**config.mk**
```make
export PLATFORM = sky130hd
export DESIGN_NAME = rom_read_arbiter_flat
export DESIGN_NICKNAME = d
export VERILOG_FILES = /design/src/rtl/rom_read_arbiter_if.sv /design/src/rtl/rom_read_arbiter.sv /design/src/flat_wrapper.sv
export SDC_FILE = /design/constraint.sdc
export NUM_CORES = 1
export LEC_CHECK = 0
export BUFFER_PORTS_ARGS = -buffer_cell sky130_fd_sc_hd__buf_2
export CAP_MARGIN = 20
export CORE_MARGIN = 4
export CORE_UTILIZATION = 56
export CTS_CLUSTER_DIAMETER = 200
export DETAILED_ROUTE_END_ITERATION = 6
export GPL_TIMING_DRIVEN = 0
export PLACE_DENSITY_LB_ADDON = 0.25
export SYNTH_ARGS = -nofsm -noshare
export SYNTH_HDL_FRONTEND = slang
export SYNTH_SLANG_ARGS = --single-unit
```
**constraint.sdc**
```tcl
create_clock -name i_clk -period 3.9 [get_ports i_clk]
set_clock_uncertainty 0.1 [all_clocks]
set_input_delay 0.39 -clock i_clk [delete_from_list [all_inputs] [get_ports i_clk]]
set_output_delay 0.39 -clock i_clk [all_outputs]
set_load 0.03 [all_outputs]
```
**src/rtl/rom_read_arbiter_if.sv**
```systemverilog
// rom_read_arbiter_if
//   Bus between the channel requesters, the shared-ROM arbiter and the ROM
//   data return.
//   i_req      : per-requester read request (level)
//   i_addr     : packed requester addresses, slice k = [k*ADDR_WIDTH +: ADDR_WIDTH]
//   o_grant    : one-hot pulse, request accepted
//   o_valid    : one-hot pulse, o_data belongs to requester k
//   o_data     : shared read data
//   o_rom_addr : registered ROM address
//   i_rom_data : ROM output, valid one cycle after o_rom_addr
//   slave modport  = arbiter side, master modport = requesters + ROM side.
interface rom_read_arbiter_if #(
  parameter int NUM_REQ    = 4,
  parameter int ADDR_WIDTH = 8,
  parameter int DATA_WIDTH = 16
);
  logic [NUM_REQ-1:0]            i_req;
  logic [NUM_REQ*ADDR_WIDTH-1:0] i_addr;
  logic [NUM_REQ-1:0]            o_grant;
  logic [NUM_REQ-1:0]            o_valid;
  logic [DATA_WIDTH-1:0]         o_data;
  logic [ADDR_WIDTH-1:0]         o_rom_addr;
  logic [DATA_WIDTH-1:0]         i_rom_data;

  modport slave (
    input  i_req, i_addr, i_rom_data,
    output o_grant, o_valid, o_data, o_rom_addr
  );

  modport master (
    output i_req, i_addr, i_rom_data,
    input  o_grant, o_valid, o_data, o_rom_addr
  );
endinterface

```
**src/rtl/rom_read_arbiter.sv**
```systemverilog
// rom_read_arbiter
//   Round-robin, pipelined sharing of one registered-output ROM among
//   NUM_REQ requesters. One new read may issue per cycle; each requester has
//   at most one read in flight. Grant-to-valid latency is 2 cycles.
//   i_clk   : system clock
//   i_rst_n : asynchronous active-low reset
//   bus     : rom_read_arbiter_if.slave (requests, grants, valids, data, ROM port)
module rom_read_arbiter #(
  parameter int NUM_REQ    = 4,
  parameter int ADDR_WIDTH = 8,
  parameter int DATA_WIDTH = 16
) (
  input  logic                i_clk,
  input  logic                i_rst_n,
  rom_read_arbiter_if.slave   bus
);
  localparam int PW = (NUM_REQ > 1) ? $clog2(NUM_REQ) : 1;

  logic [NUM_REQ-1:0]    r_outst;
  logic [NUM_REQ-1:0]    r_grant;
  logic [NUM_REQ-1:0]    r_valid;
  logic [PW-1:0]         r_ptr;
  logic                  r_s1_vld;
  logic [PW-1:0]         r_s1_idx;
  logic                  r_s2_vld;
  logic [PW-1:0]         r_s2_idx;
  logic [ADDR_WIDTH-1:0] r_rom_addr;
  logic [DATA_WIDTH-1:0] r_data;

  logic [NUM_REQ-1:0]    w_elig;
  logic [NUM_REQ-1:0]    w_gnt_oh;
  logic [NUM_REQ-1:0]    w_vld_oh;
  logic                  w_found;
  logic [PW-1:0]         w_win;
  logic [PW-1:0]         w_idx;
  logic [PW:0]           w_sum;
  logic [PW-1:0]         w_ptr_nxt;
  logic [ADDR_WIDTH-1:0] w_win_addr;

  always_comb begin
    w_elig     = bus.i_req & ~r_outst;
    w_found    = 1'b0;
    w_win      = '0;
    w_idx      = '0;
    w_sum      = '0;
    w_win_addr = '0;
    w_gnt_oh   = '0;
    w_vld_oh   = '0;
    w_ptr_nxt  = r_ptr;

    // Scan pointer, pointer+1, ... with explicit wrap (NUM_REQ need not be 2^n).
    for (int unsigned i = 0; i < NUM_REQ; i++) begin
      w_sum = {1'b0, r_ptr} + (PW+1)'(i);
      if (w_sum >= (PW+1)'(NUM_REQ))
        w_sum = w_sum - (PW+1)'(NUM_REQ);
      w_idx = w_sum[PW-1:0];
      if (!w_found && w_elig[w_idx]) begin
        w_found    = 1'b1;
        w_win      = w_idx;
        w_win_addr = bus.i_addr[w_idx*ADDR_WIDTH +: ADDR_WIDTH];
      end
    end

    if (w_found) begin
      w_gnt_oh[w_win] = 1'b1;
      w_ptr_nxt       = (w_win == PW'(NUM_REQ-1)) ? '0 : w_win + 1'b1;
    end

    if (r_s2_vld)
      w_vld_oh[r_s2_idx] = 1'b1;
  end

  always_ff @(posedge i_clk or negedge i_rst_n) begin
    if (!i_rst_n) begin
      r_outst    <= '0;
      r_grant    <= '0;
      r_valid    <= '0;
      r_ptr      <= '0;
      r_s1_vld   <= 1'b0;
      r_s1_idx   <= '0;
      r_s2_vld   <= 1'b0;
      r_s2_idx   <= '0;
      r_rom_addr <= '0;
      r_data     <= '0;
    end else begin
      r_grant  <= w_gnt_oh;
      r_ptr    <= w_ptr_nxt;
      r_s1_vld <= w_found;
      r_s1_idx <= w_win;
      r_s2_vld <= r_s1_vld;
      r_s2_idx <= r_s1_idx;
      r_valid  <= w_vld_oh;
      if (w_found)
        r_rom_addr <= w_win_addr;
      if (r_s2_vld)
        r_data <= bus.i_rom_data;
      // Clear happens at the edge that ends the o_valid cycle, so the
      // arbitration at that same edge still sees the requester masked.
      r_outst <= (r_outst & ~r_valid) | w_gnt_oh;
    end
  end

  assign bus.o_grant    = r_grant;
  assign bus.o_valid    = r_valid;
  assign bus.o_data     = r_data;
  assign bus.o_rom_addr = r_rom_addr;
endmodule

```
**src/flat_wrapper.sv**
```systemverilog
// flat-port wrapper written by rule: the top's interface ports become plain ports
module rom_read_arbiter_flat 
#(
  parameter int NUM_REQ    = 4,
  parameter int ADDR_WIDTH = 8,
  parameter int DATA_WIDTH = 16
)
  (i_clk, i_rst_n, bus_i_req, bus_i_addr, bus_i_rom_data, bus_o_grant, bus_o_valid, bus_o_data, bus_o_rom_addr);
  rom_read_arbiter_if #(.NUM_REQ(NUM_REQ), .ADDR_WIDTH(ADDR_WIDTH), .DATA_WIDTH(DATA_WIDTH)) bus_i ();
  input  logic i_clk;
  input  logic i_rst_n;
  input wire logic [$bits(bus_i.i_req)-1:0] bus_i_req;
  input wire logic [$bits(bus_i.i_addr)-1:0] bus_i_addr;
  input wire logic [$bits(bus_i.i_rom_data)-1:0] bus_i_rom_data;
  output wire logic [$bits(bus_i.o_grant)-1:0] bus_o_grant;
  output wire logic [$bits(bus_i.o_valid)-1:0] bus_o_valid;
  output wire logic [$bits(bus_i.o_data)-1:0] bus_o_data;
  output wire logic [$bits(bus_i.o_rom_addr)-1:0] bus_o_rom_addr;
  assign bus_i.i_req = bus_i_req;
  assign bus_i.i_addr = bus_i_addr;
  assign bus_i.i_rom_data = bus_i_rom_data;
  assign bus_o_grant = bus_i.o_grant;
  assign bus_o_valid = bus_i.o_valid;
  assign bus_o_data = bus_i.o_data;
  assign bus_o_rom_addr = bus_i.o_rom_addr;
  rom_read_arbiter #(.NUM_REQ(NUM_REQ), .ADDR_WIDTH(ADDR_WIDTH), .DATA_WIDTH(DATA_WIDTH)) u_core (.i_clk(i_clk), .i_rst_n(i_rst_n), .bus(bus_i));
endmodule
```
# Yosys cells after proc, flatten, opt, wreduce, memory -nomap -nowiden
# Index checks and enable logic that the tools add are counted.
dict set report word_totals {
  register_bits 44
  inputBits 54
  elab_cells 79
}
dict set report op_classes {
  n_addsub 8
  n_lt_le_gt_ge 12
  n_eq_ne 1
  shift 4
  muxes 31
  n_bitwise 5
  n_reduce_logical 8
}
# cell n
set ops {}
lappend ops {{$shiftx 32x6->8} 4}
lappend ops {{$mux 8} 4}
lappend ops {{$lt 2x3->1 const B} 6}
lappend ops {{$mux 2} 9}
lappend ops {{$mux 1} 10}
lappend ops {{$ge 3x3->1 const B} 3}
lappend ops {{$and 4x4->4} 2}
lappend ops {{$bmux 1 s2} 4}
lappend ops {{$mux 4} 2}
lappend ops {{$not 4->4} 2}
lappend ops {{$sub 2x1->2 const B} 4}
lappend ops {{$add 2x2->3 const B} 2}
lappend ops {{$logic_and 1x1->1} 5}
lappend ops {{$demux 1 s2} 2}
lappend ops {{$ge 2x1->1 const B} 2}
lappend ops {{$or 4x4->4} 1}
lappend ops {{$add 2x1->3 const B} 1}
lappend ops {{$ge 2x3->1 const B} 1}
lappend ops {{$logic_not 1->1} 3}
lappend ops {{$add 2x1->2 const B} 1}
lappend ops {{$eq 2x2->1 const B} 1}

# Depth between registers and ports, before layout
dict set report depth {
  depth_word 20
  ltp_mapped 10
}

# Least setup slack after synthesis
# No wires, ideal clock.
dict set report synth_timing {
  path_type {register to register}
  start {reg u_core.r_ptr[0]}
  end {reg u_core.r_outst[3]}
  setup_ns 0.118
  t_arrival_ns 1.795
  required_ns 3.682
  slack_ns 1.887
  stages_incl_launch_ff 11
  n_path_buf 3
  cell_sequence {dfrtp_1 > buf_4 > buf_4 > buf_2 > o21ai_0 > a21oi_1 > a21o_1 > inv_1 > ha_1 > and2_1 > a21o_1}
}
dict set report synth_between {
  elab_chain_len 20
  word_cells_on_any_way 44
}
# element line
set synth_rtl {}
lappend synth_rtl {{start, declared} rom_read_arbiter.sv:22} ;# logic [PW-1:0] r_ptr;
lappend synth_rtl {{start signal, assigned} rom_read_arbiter.sv:87} ;# r_ptr <= w_ptr_nxt;
lappend synth_rtl {{branches (longest 13 deep; another with $add 2x1->3)} --}
lappend synth_rtl {{$mux 2 *} rom_read_arbiter.sv:57} ;# if (!w_found && w_elig[w_idx]) begin
lappend synth_rtl {{via u_core.w_win[1]} rom_read_arbiter.sv:34} ;# logic [PW-1:0] w_win;
lappend synth_rtl {{$lt 2x3->1 (not written as such) or $ge 2x1->1 (tied branches)} rom_read_arbiter.sv:65} ;# w_gnt_oh[w_win] = 1'b1;
lappend synth_rtl {{$logic_and 1x1->1 (not written as such)} rom_read_arbiter.sv:65}
lappend synth_rtl {{$mux 1 (not written as such)} rom_read_arbiter.sv:65}
lappend synth_rtl {{$demux 1 s2 *} --}
lappend synth_rtl {{$mux 4 *} rom_read_arbiter.sv:64} ;# if (w_found) begin
lappend synth_rtl {{via u_core.w_gnt_oh[3]} rom_read_arbiter.sv:31} ;# logic [NUM_REQ-1:0] w_gnt_oh;
lappend synth_rtl {{$or 4x4->4 *} rom_read_arbiter.sv:99} ;# r_outst <= (r_outst & ~r_valid) | w_gnt_oh;
lappend synth_rtl {{end signal, assigned} rom_read_arbiter.sv:99}
lappend synth_rtl {{end, declared} rom_read_arbiter.sv:19} ;# logic [NUM_REQ-1:0] r_outst;
# Mark *: on every way through the listed nets, which the timed path passes. The select of a mux whose other input is x is not followed.
# A chain may end at the register's enable or synchronous reset.

# Final worst setup path
# Ends and elaborated chain as after synthesis.

==> flow_summary_export.csv <==
group,metric,value,unit
status,run_status,"finished clean",
setup_path,worstPathArrival,2480,ps
clock_network,cts_inserted_buffers,5,
floorplanning,die_height,80.3,um
timing,final_period_minus_worst_setup_slack,2390,ps
detailed_routing,ant_nets,0,
clock_network,cts_setup_buffers,0,
detailed_routing,dr.pass1.iters,4,
detailed_routing,detail_route.wirelength,7360,um
clock_network,path_clk_slew,90,ps
synthesis,postSynth.asyncResetShare,100,%
synthesis,synthesis.yosys.warnings,0,
floorplanning,rows,26,
finish,fraction_of_final_layout_cells_with_drive_strength_greater_than_1,39.4,%
finish,antenna-diode-count,0,
placement,gp_congestion,0.946,
global_routing,grt_remaining_overflow,0,
synthesis,synth_cell_type_count,49,
finish,highest_count_cells_in_the_layout_ignoring_fill_and_taps,"sky130_fd_sc_hd__buf_2, sky130_fd_sc_hd__mux2i_1, sky130_fd_sc_hd__dfrtp_1, sky130_fd_sc_hd__mux2_2, sky130_fd_sc_hd__nor2_1",
clock_network,cts_tree,"yes",
setup_path,crit-reg2reg-launch,"u_core.r_ptr[0]",
floorplanning,area_of_the_die,6450,um^2
synthesis,seq_area_frac_synth,37.6,%
detailed_routing,dr.first_iter.drc_count,231,
placement,dp_hpwl,5340,um
synthesis,synth.avg_cell_area,11.1,um^2
timing,tightestPinTransition,962,ps
setup_path,required_time_of_the_worst_setup_path,3990,ps
floorplanning,core-area,5070,um^2
synthesis,synth.cell_area,2930,um^2
setup_path,critical_path.startpoint_type,"flop",
synthesis,synth-main-ff-cell,"sky130_fd_sc_hd__dfrtp_1",
floorplanning,boundaryPins,86,
finish,num-fill-cells,411,
synthesis,synthesis.instances,265,
timing,fmax,0.419,GHz
finish,layout-area-overhead-vs-synth,21.7,%
job,max-cap-violations,0,
setup_path,r2r_cells,10,
global_routing,grt.total_usage,24.0,%
finish,final_net_count,415,
finish,layout_commonest_cell,"sky130_fd_sc_hd__buf_2",
power,power_per_cell_area,896,nW/um^2
clock_network,cts_resized,0,
timing,report.final.slew_viol_count,0,
setup_path,critical_path.endpoint_type,"flop",
setup_path,rr_endpoint,"u_core.r_outst[3]",
floorplanning,die_x,80.3,um
detailed_routing,vias_per_cell,5.87,
global_routing,antenna_found_initial,0,
floorplanning,start_util,57.7,%
power,vdd.ir_drop.worst,0.542,mV
clock_network,clockBufferDepth,2,
global_routing,first_global_vias,2509,
timing,timing.slew.headroom,35.9,%
timing,period_share,61.2,%
synthesis,synth_seq_cells,44,
clock_network,clock_tree.htree_level_count,2,
hold_path,timing.hold.worst.class,"in -> async",
timing,setup_viol,0,
timing,totalNegativeSetupSlack,0,ps
clock_network,worst_skew_pair.late_latency,300,ps
detailed_routing,route.vias.total,2511,
timing,finalHoldViolations,0,
setup_path,setup.reg_to_reg.worst_slack,1510,ps
clock_network,cts-hold-fix-buffers,0,
global_routing,grt_start_max_net_pins,45,
synthesis,synth_enable_flop_cells,0,
power,power_leakage,0.00174,uW
synthesis,syn-num-nets,323,
detailed_routing,drc,0,
global_routing,grt_first_pass_wirelength,12000,um
power,power,3190,uW
setup_path,crit_path_max_fanout,10,
clock_network,clkSinkCount,44,
timing,setup_repair_after_global_routing_missed_its_margin,"false",
clock_network,root_buffer,"sky130_fd_sc_hd__clkbuf_8",
placement,io_buffer_count,85,
setup_path,type_of_the_worst_setup_path,"reg -> reg",
detailed_routing,wl_per_cell,17.2,um
[registers in the layout (all words and copies together) (netlist names)]
name,cells
u_core.bus.o_grant,4
u_core.r_s1_idx,2
u_core.bus.o_rom_addr,8
u_core.bus.o_valid,4
u_core.bus.o_data,16
u_core.r_s2_idx,2
u_core.r_outst,4
u_core.r_ptr,2
u_core.r_s1_vld,1
u_core.r_s2_vld,1
[per-layer routing]
layer / part of all wire (%) / wire length [um] / track usage (%)
met3: 9.7 / 714 / 5.83
met1: 41 / 3000 / 31.7
met2: 49 / 3590 / 38.5
met4: 0.76 / 56 / 7.94
met5: 0 / 0 / 0
[cells in the mapped netlist (all sizes together) (5+ instances only)]
cell type / n / area [um^2]
nor2: 11 / 41.3
nor3: 9 / 50.1
o22a: 6 / 52.6
a211oi: 6 / 45.0
a21o: 5 / 37.5
nand2: 8 / 30.0
a21oi: 7 / 38.8
mux4: 6 / 135
o221ai: 6 / 52.6
mux2i: 51 / 523
nor2b: 5 / 31.3
buf: 16 / 125
and2: 5 / 31.3
dfrtp: 44 / 1100
mux2: 17 / 195
inv: 8 / 30.0
nand3: 10 / 50.1
o21ai: 10 / 50.1
[through the flow]
stage / instance area (um^2) / setup slack [ps] / utilization (%) / cells / hold slack, ps
floorplan: 2930 / 1890 / - / 265 / -5.59
global placement: 3440 / 1570 / 67.8 / 420 / 231
detailed placement: 3440 / 1570 / 67.8 / 420 / 236
CTS: 3560 / 1530 / 70.2 / 428 / 171
global route: 3560 / 1400 / 70.2 / 428 / 207
finish: 3560 / 1510 / 70.2 / 428 / 144
[final cells by class]
cell class	count	area (um^2)	share of cell area [%]
Buffer	19	136	3.83
Clock buffer	6	82.6	2.32
Clock inverter	2	38.8	1.09
Inverter	8	30.0	0.843
Multi-Input combinational cell	194	1660	46.6
Sequential cell	44	1100	30.9
Tap cell	70	87.6	2.46
Timing Repair Buffer	85	425	11.9
[worst max-delay path by stage]
stage                               start                end  slack (ps)
after floorplan           u_core.r_ptr[0]  u_core.r_outst[3]        1890
after global placement    u_core.r_ptr[0]  u_core.r_outst[3]        1570
after detailed placement  u_core.r_ptr[0]  u_core.r_outst[3]        1570
after CTS                 u_core.r_ptr[0]  u_core.r_outst[3]        1530
after global routing      u_core.r_ptr[0]  u_core.r_outst[3]        1400
final                     u_core.r_ptr[0]  u_core.r_outst[3]        1510
[critical path, stage by stage (launching register included)]
cell,delay [ps]
sky130_fd_sc_hd__dfrtp_1,350
sky130_fd_sc_hd__buf_4,210
sky130_fd_sc_hd__buf_4,230
sky130_fd_sc_hd__buf_2,320
sky130_fd_sc_hd__o21ai_0,140
sky130_fd_sc_hd__a21oi_1,160
sky130_fd_sc_hd__a21o_1,150
sky130_fd_sc_hd__inv_1,90
sky130_fd_sc_hd__ha_1,210
sky130_fd_sc_hd__and2_1,160
sky130_fd_sc_hd__a21o_1,150
[power by group]
| part | switching, uW | total, uW | internal, uW |
|---|---|---|---|
| clock network | 161 | 370 | 210 |
| registers | 105 | 775 | 670 |
| logic | 1210 | 2050 | 834 |
| total | 1480 | 3190 | 1710 |
[kinds of logic after synthesis]
logic type	Yosys count	share of synthesized area, %
flops	44	37.6
mux	74	29.1
compound gates	51	13.2
simple gates	65	12.6
buf+inv	27	5.68
fa+ha+maj	4	1.71
Note: power is estimated with default switching activity, not from simulation.
